<file path="src/rtl/key_expansion_engine_if.sv">
// Key-load and round-key streaming bundle for the AES-128 key schedule engine.
// The master side loads keys and pulls words; the slave side is the engine.
interface key_expansion_engine_if;
    logic [127:0] key_in;
    logic         key_valid;
    logic         key_ready;
    logic         abort;
    logic [31:0]  rk_word;
    logic [5:0]   rk_index;
    logic [3:0]   rk_round;
    logic         rk_valid;
    logic         rk_ready;
    logic         rk_last;
    logic         busy;

    modport master (
        output key_in, key_valid, abort, rk_ready,
        input  key_ready, rk_word, rk_index, rk_round,
        input  rk_valid, rk_last, busy
    );

    modport slave (
        input  key_in, key_valid, abort, rk_ready,
        output key_ready, rk_word, rk_index, rk_round,
        output rk_valid, rk_last, busy
    );
endinterface

</file>
<file path="src/rtl/key_expansion_engine.sv">
// Streaming AES-128 key schedule: emits w[0..43] one word per handshake.
// SubWord uses LANES S-boxes per cycle, optionally followed by a register.
module key_expansion_engine #(
    parameter int LANES     = 4,
    parameter int SBOX_PIPE = 1
) (
    input  logic                   clk,
    input  logic                   rst,
    key_expansion_engine_if.slave  bus
);
    localparam int GROUPS = 4 / LANES;
    localparam int STEPS  = GROUPS + SBOX_PIPE;

    typedef enum logic [2:0] {
        IDLE, EMIT_KEY, CALC, SUB, EMIT
    } state_t;

    state_t      state;
    logic [31:0] win [4];
    logic [7:0]  rcon;
    logic [5:0]  idx;
    logic [2:0]  step;
    logic [7:0]  tmp [4];
    logic [7:0]  sb_q [LANES];
    logic [31:0] rk_word_q;
    logic        rk_valid_q;
    logic        rk_last_q;

    logic [31:0] rot;
    logic [7:0]  sb_in [LANES];
    logic [7:0]  sb_out [LANES];
    logic [7:0]  fin [4];
    logic [31:0] sub_rc;

    function automatic logic [7:0] gmul(
        input logic [7:0] a,
        input logic [7:0] b
    );
        logic [7:0] p;
        logic [7:0] x;
        p = 8'h00;
        x = a;
        for (int k = 0; k < 8; k++) begin
            if (b[k]) p = p ^ x;
            x = {x[6:0], 1'b0} ^ (x[7] ? 8'h1b : 8'h00);
        end
        return p;
    endfunction

    // Inverse as a^254 in GF(2^8), then the FIPS-197 affine map.
    function automatic logic [7:0] sbox(input logic [7:0] a);
        logic [7:0] sq;
        logic [7:0] inv;
        sq  = a;
        inv = 8'h01;
        for (int k = 1; k < 8; k++) begin
            sq  = gmul(sq, sq);
            inv = gmul(inv, sq);
        end
        return inv
            ^ {inv[6:0], inv[7]}
            ^ {inv[5:0], inv[7:6]}
            ^ {inv[4:0], inv[7:5]}
            ^ {inv[3:0], inv[7:4]}
            ^ 8'h63;
    endfunction

    function automatic logic [7:0] xtime(input logic [7:0] a);
        return {a[6:0], 1'b0} ^ (a[7] ? 8'h1b : 8'h00);
    endfunction

    assign rot = {win[3][23:0], win[3][31:24]};

    always_comb begin
        for (int l = 0; l < LANES; l++) begin
            sb_in[l] = 8'h00;
            for (int j = 0; j < 4; j++) begin
                if (j == int'(step) * LANES + l)
                    sb_in[l] = rot[31 - 8 * j -: 8];
            end
            sb_out[l] = sbox(sb_in[l]);
        end
    end

    // Write-back lags the S-box input by SBOX_PIPE steps.
    always_comb begin
        for (int j = 0; j < 4; j++) fin[j] = tmp[j];
        if (int'(step) >= SBOX_PIPE) begin
            for (int l = 0; l < LANES; l++) begin
                for (int j = 0; j < 4; j++) begin
                    if (j == (int'(step) - SBOX_PIPE) * LANES + l)
                        fin[j] = (SBOX_PIPE != 0) ? sb_q[l] : sb_out[l];
                end
            end
        end
        sub_rc = {fin[0] ^ rcon, fin[1], fin[2], fin[3]};
    end

    always_ff @(posedge clk) begin
        if (rst || bus.abort) begin
            state      <= IDLE;
            rcon       <= 8'h00;
            idx        <= 6'd0;
            step       <= 3'd0;
            rk_word_q  <= 32'h0;
            rk_valid_q <= 1'b0;
            rk_last_q  <= 1'b0;
            for (int j = 0; j < 4; j++) begin
                win[j] <= 32'h0;
                tmp[j] <= 8'h00;
            end
            for (int l = 0; l < LANES; l++) sb_q[l] <= 8'h00;
        end else begin
            unique case (state)
                IDLE: begin
                    if (bus.key_valid) begin
                        win[0]     <= bus.key_in[127:96];
                        win[1]     <= bus.key_in[95:64];
                        win[2]     <= bus.key_in[63:32];
                        win[3]     <= bus.key_in[31:0];
                        rk_word_q  <= bus.key_in[127:96];
                        rk_valid_q <= 1'b1;
                        rk_last_q  <= 1'b0;
                        idx        <= 6'd0;
                        rcon       <= 8'h01;
                        state      <= EMIT_KEY;
                    end
                end
                EMIT_KEY: begin
                    if (bus.rk_ready) begin
                        idx <= idx + 6'd1;
                        if (idx == 6'd3) begin
                            rk_valid_q <= 1'b0;
                            step       <= 3'd0;
                            state      <= SUB;
                        end else begin
                            rk_word_q <= win[idx[1:0] + 2'd1];
                        end
                    end
                end
                CALC: begin
                    if (idx[1:0] == 2'd0) begin
                        step  <= 3'd0;
                        state <= SUB;
                    end else begin
                        rk_word_q  <= win[0] ^ win[3];
                        rk_valid_q <= 1'b1;
                        rk_last_q  <= (idx == 6'd43);
                        state      <= EMIT;
                    end
                end
                SUB: begin
                    step <= step + 3'd1;
                    for (int l = 0; l < LANES; l++) sb_q[l] <= sb_out[l];
                    if (int'(step) >= SBOX_PIPE) begin
                        for (int j = 0; j < 4; j++) tmp[j] <= fin[j];
                    end
                    if (step == 3'(STEPS - 1)) begin
                        rk_word_q  <= win[0] ^ sub_rc;
                        rk_valid_q <= 1'b1;
                        rk_last_q  <= (idx == 6'd43);
                        state      <= EMIT;
                    end
                end
                EMIT: begin
                    if (bus.rk_ready) begin
                        win[0] <= win[1];
                        win[1] <= win[2];
                        win[2] <= win[3];
                        win[3] <= rk_word_q;
                        if (idx[1:0] == 2'd0) rcon <= xtime(rcon);
                        if (idx == 6'd43) begin
                            rk_valid_q <= 1'b0;
                            rk_last_q  <= 1'b0;
                            state      <= IDLE;
                        end else begin
                            idx <= idx + 6'd1;
                            // Non-SubWord successor is ready in the same cycle.
                            if (idx[1:0] == 2'd3) begin
                                rk_valid_q <= 1'b0;
                                step       <= 3'd0;
                                state      <= SUB;
                            end else begin
                                rk_word_q <= win[1] ^ rk_word_q;
                                rk_last_q <= (idx + 6'd1 == 6'd43);
                            end
                        end
                    end
                end
                default: state <= IDLE;
            endcase
        end
    end

    assign bus.key_ready = (state == IDLE);
    assign bus.busy      = (state != IDLE);
    assign bus.rk_word   = rk_word_q;
    assign bus.rk_index  = idx;
    assign bus.rk_round  = idx[5:2];
    assign bus.rk_valid  = rk_valid_q;
    assign bus.rk_last   = rk_last_q;
endmodule

</file>
<file path="src/flat_wrapper.sv">
// flat-port wrapper written by rule: the top's interface ports become plain ports
module key_expansion_engine_flat 
#(
    parameter int LANES     = 4,
    parameter int SBOX_PIPE = 1
)
  (clk, rst, bus_key_in, bus_key_valid, bus_abort, bus_rk_ready, bus_key_ready, bus_rk_word, bus_rk_index, bus_rk_round, bus_rk_valid, bus_rk_last, bus_busy);
  key_expansion_engine_if bus_i ();
  input  logic clk;
  input  logic rst;
  input wire logic [$bits(bus_i.key_in)-1:0] bus_key_in;
  input wire logic [$bits(bus_i.key_valid)-1:0] bus_key_valid;
  input wire logic [$bits(bus_i.abort)-1:0] bus_abort;
  input wire logic [$bits(bus_i.rk_ready)-1:0] bus_rk_ready;
  output wire logic [$bits(bus_i.key_ready)-1:0] bus_key_ready;
  output wire logic [$bits(bus_i.rk_word)-1:0] bus_rk_word;
  output wire logic [$bits(bus_i.rk_index)-1:0] bus_rk_index;
  output wire logic [$bits(bus_i.rk_round)-1:0] bus_rk_round;
  output wire logic [$bits(bus_i.rk_valid)-1:0] bus_rk_valid;
  output wire logic [$bits(bus_i.rk_last)-1:0] bus_rk_last;
  output wire logic [$bits(bus_i.busy)-1:0] bus_busy;
  assign bus_i.key_in = bus_key_in;
  assign bus_i.key_valid = bus_key_valid;
  assign bus_i.abort = bus_abort;
  assign bus_i.rk_ready = bus_rk_ready;
  assign bus_key_ready = bus_i.key_ready;
  assign bus_rk_word = bus_i.rk_word;
  assign bus_rk_index = bus_i.rk_index;
  assign bus_rk_round = bus_i.rk_round;
  assign bus_rk_valid = bus_i.rk_valid;
  assign bus_rk_last = bus_i.rk_last;
  assign bus_busy = bus_i.busy;
  key_expansion_engine #(.LANES(LANES), .SBOX_PIPE(SBOX_PIPE)) u_core (.clk(clk), .rst(rst), .bus(bus_i));
endmodule
</file>
<file path="config.mk">
export PLATFORM = sky130hd
export DESIGN_NAME = key_expansion_engine_flat
export DESIGN_NICKNAME = d
export VERILOG_FILES = /design/src/rtl/key_expansion_engine_if.sv /design/src/rtl/key_expansion_engine.sv /design/src/flat_wrapper.sv
export SDC_FILE = /design/constraint.sdc
export NUM_CORES = 2
export LEC_CHECK = 0
export CAP_MARGIN = 5
export CORE_ASPECT_RATIO = 0.75
export CORE_MARGIN = 5
export CORE_UTILIZATION = 32
export CTS_BUF_LIST = sky130_fd_sc_hd__clkbuf_2 sky130_fd_sc_hd__clkbuf_4 sky130_fd_sc_hd__clkbuf_8
export CTS_CLUSTER_DIAMETER = 200
export DETAILED_ROUTE_END_ITERATION = 8
export GPL_ROUTABILITY_DRIVEN = 0
export MAX_ROUTING_LAYER = met4
export PLACE_DENSITY = 0.47
export SLEW_MARGIN = 25
export SYNTH_ARGS = -nofsm -noshare
export SYNTH_HDL_FRONTEND = slang
export SYNTH_SLANG_ARGS = --single-unit
export TNS_END_PERCENT = 30
</file>
<file path="constraint.sdc">
create_clock -name clk -period 40.4 [get_ports clk]
set_input_delay 8.08 -clock clk [delete_from_list [all_inputs] [get_ports clk]]
set_output_delay 8.08 -clock clk [all_outputs]
set_load 0.005 [all_outputs]
</file>
==> run metrics <==
worst min path class flip-flop to flip-flop; First-pass DRT Iterations 6; All-Layer GR Usage 0.212; Mapped Avg Cell Area between 7 and 8 um2; status complete, no violations; Final Cycle Share 0.502; worst-margin pin slew just over 1 ns; hold buffers post-CTS 0; yosys warns 0; layout cells sized above 1 0.0959; final setup fails 0; Worst Clk Skew slightly below 0.08 ns; I/O Pins 179; cts bufs inserted between 40 and 50; WL met1 ~130,000 um; dpl cell area between 70,000 and 80,000 um2; slowest CP cell xnor2_1; largest net degree at the start of global routing about 80; H-Tree Depth 2; die area roughly 240,000 um2; Critical Path Sink Type flip-flop; placement row count between 150 and 200; vias in the first global route 64,900; drt drc 0; post-CTS resize count 0; Seq cells post-synth 246; Bufs on Longest Clock Path 3; core footprint 229,000 um2; worst stage delay on the critical path ~0.81 ns; insertion delay to the later sink of the worst-skew pair roughly 0.70 ns; metal3 WL around 16,000 um; Post-synth EDFFs around 190; # port buffers about 180; synthesized instance count 9,518; # clock sinks about 250; CTS tree yes; RSZ-0062 raised after global routing no; vias per cell between 5 and 6; total wire length ~260,000 um; DRT iter0 DRCs between 6,000 and 7,000; Horiz. Die Dim roughly 560 um; first-pass GRT wire length roughly 400,000 um; Layout Utilization 0.348; most used cell, CP xnor3_1; worst hold slack about 0.48 ns; most frequent cells in the layout xnor2_1, nor2_1, nand2_1; sequential area share after synthesis 0.0932; critical path peak fanout 39; achievable clock frequency 49.3 MHz; DR top layer met4; Die Y between 400 and 500 um; Root Buffer clkbuf_8; Post-Syn Area 73,400 um2; post-layout min period approximately 20 ns; post-detailed-route count of antenna-violating nets 0; CP required 40.75 ns; met2 WL ~110,000 um; CTS clk-pin slew, worst paths ~0.060 ns; Routed WL per cell 20.8 um; WS Path Type flip-flop to flip-flop; Initial Util 0.321; setup TNS 0 ns; most common cell after layout, fill and taps aside xnor2_1; post-route cell area 79,700 um2; area growth from synthesis to layout 8.47%; post-synthesis cell type count roughly 150; max_cap viols 0; post-layout net count around 9,500; Mapped Nets about 9,700; placed wire-length estimate approximately 190,000 um; share of flip-flops with an asynchronous set or reset 0; Worst R2R Setup Slack ~20 ns; main flop type after synthesis edfxtp_1; total gr overflow 0; Slew Limit Fails 0; via count 69,200; Final Hold Fails 0; initial antenna violation count 14; Post-CTS Setup Inserts 0; Slew Limit Headroom 0.288; worst path arrival time 20.64 ns; CP startpoint kind flip-flop
[layer usage]
metal | GRT usage | up-vias
li1 | - | 33000
met1 | 0.320 | 33800
met4 | 0.0249 | 0
met5 | - | -
met2 | 0.314 | 2298
met3 | 0.0197 | 160
[state kept, by name, indices dropped and copies added, names as in the netlist]
name / count
u_core.win: 128
u_core.bus.rk_word: 32
u_core.sb_q: 32
u_core.tmp: 32
u_core.rcon: 8
u_core.bus.rk_index: 6
u_core.state: 3
u_core.step: 3
u_core.bus.rk_last: 1
u_core.bus.rk_valid: 1
[layout make-up]
class                   count  area, um2
flip-flops and latches    246       6850
clock buffers              74        900
repair buffers            470       3990
well taps                3080       3850
fillers                 24000     149000
diodes                     12       30.0
inverters                 123        467
multi-input cells        8444      63500
clock inverters            16       86.3
[per-stage QoR]
stage	instances	worst slack, ns
final	12500	20.11
after global placement	12400	20.51
after CTS	12500	20.00
after floorplan	9518	23.25
after detailed placement	12400	20.18
after global routing	12500	18.70
[path summary, 6_finish.rpt]
check | startpoint | to | depth (start not counted)
max reg2reg | u_core.step[0] | u_core.sb_q[1][4] | 61
max | u_core.step[0] | u_core.sb_q[1][4] | 61
min reg2reg | u_core.bus.rk_valid | u_core.bus.rk_valid | 2
min | u_core.bus.rk_valid | u_core.bus.rk_valid | 2
[synthesized netlist by cell type, types with 135 or more instances]
cell,n,area (um2)
edfxtp_1,192,5770
mux2i_1,242,2420
nor3_1,276,1380
nor2_1,1389,5210
clkbuf_1,418,1570
xnor3_1,285,6420
buf_2,148,741
o21ai_0,396,1980
nand3_1,232,1160
a21oi_1,574,2870
nand2_1,918,3450
a22o_1,135,1180
xor2_1,466,4080
o22ai_1,145,907
xnor2_1,1608,14100
[cell families (layout without fill, tap and decap cells)]
group                      Yosys count  count (layout)  synth area share
AOI/OAI and AO/OA                 2122            2122             0.190
xor gates and xnor gates          2628            2628             0.407
adders and majority gates           37              37           0.00627
buffers and inverters              828             683            0.0510
DFF                                246             246            0.0932
muxes                              323             323            0.0511
other                                0              12                 0
and+or+nand+nor                   3334            3334             0.201
[worst max-delay path, delay by kind of cell (launching register included)]
kind,cells,cell delay (ns)
buf+inv,7,1.98
flops,1,0.39
simple gates,12,2.79
fa+ha+maj,5,2.32
xor+xnor,15,6.34
compound gates,20,5.21
mux,2,0.93
Power is not shown: default switching activity piles up to over one toggle a cycle in this logic, so the estimate is an artifact.
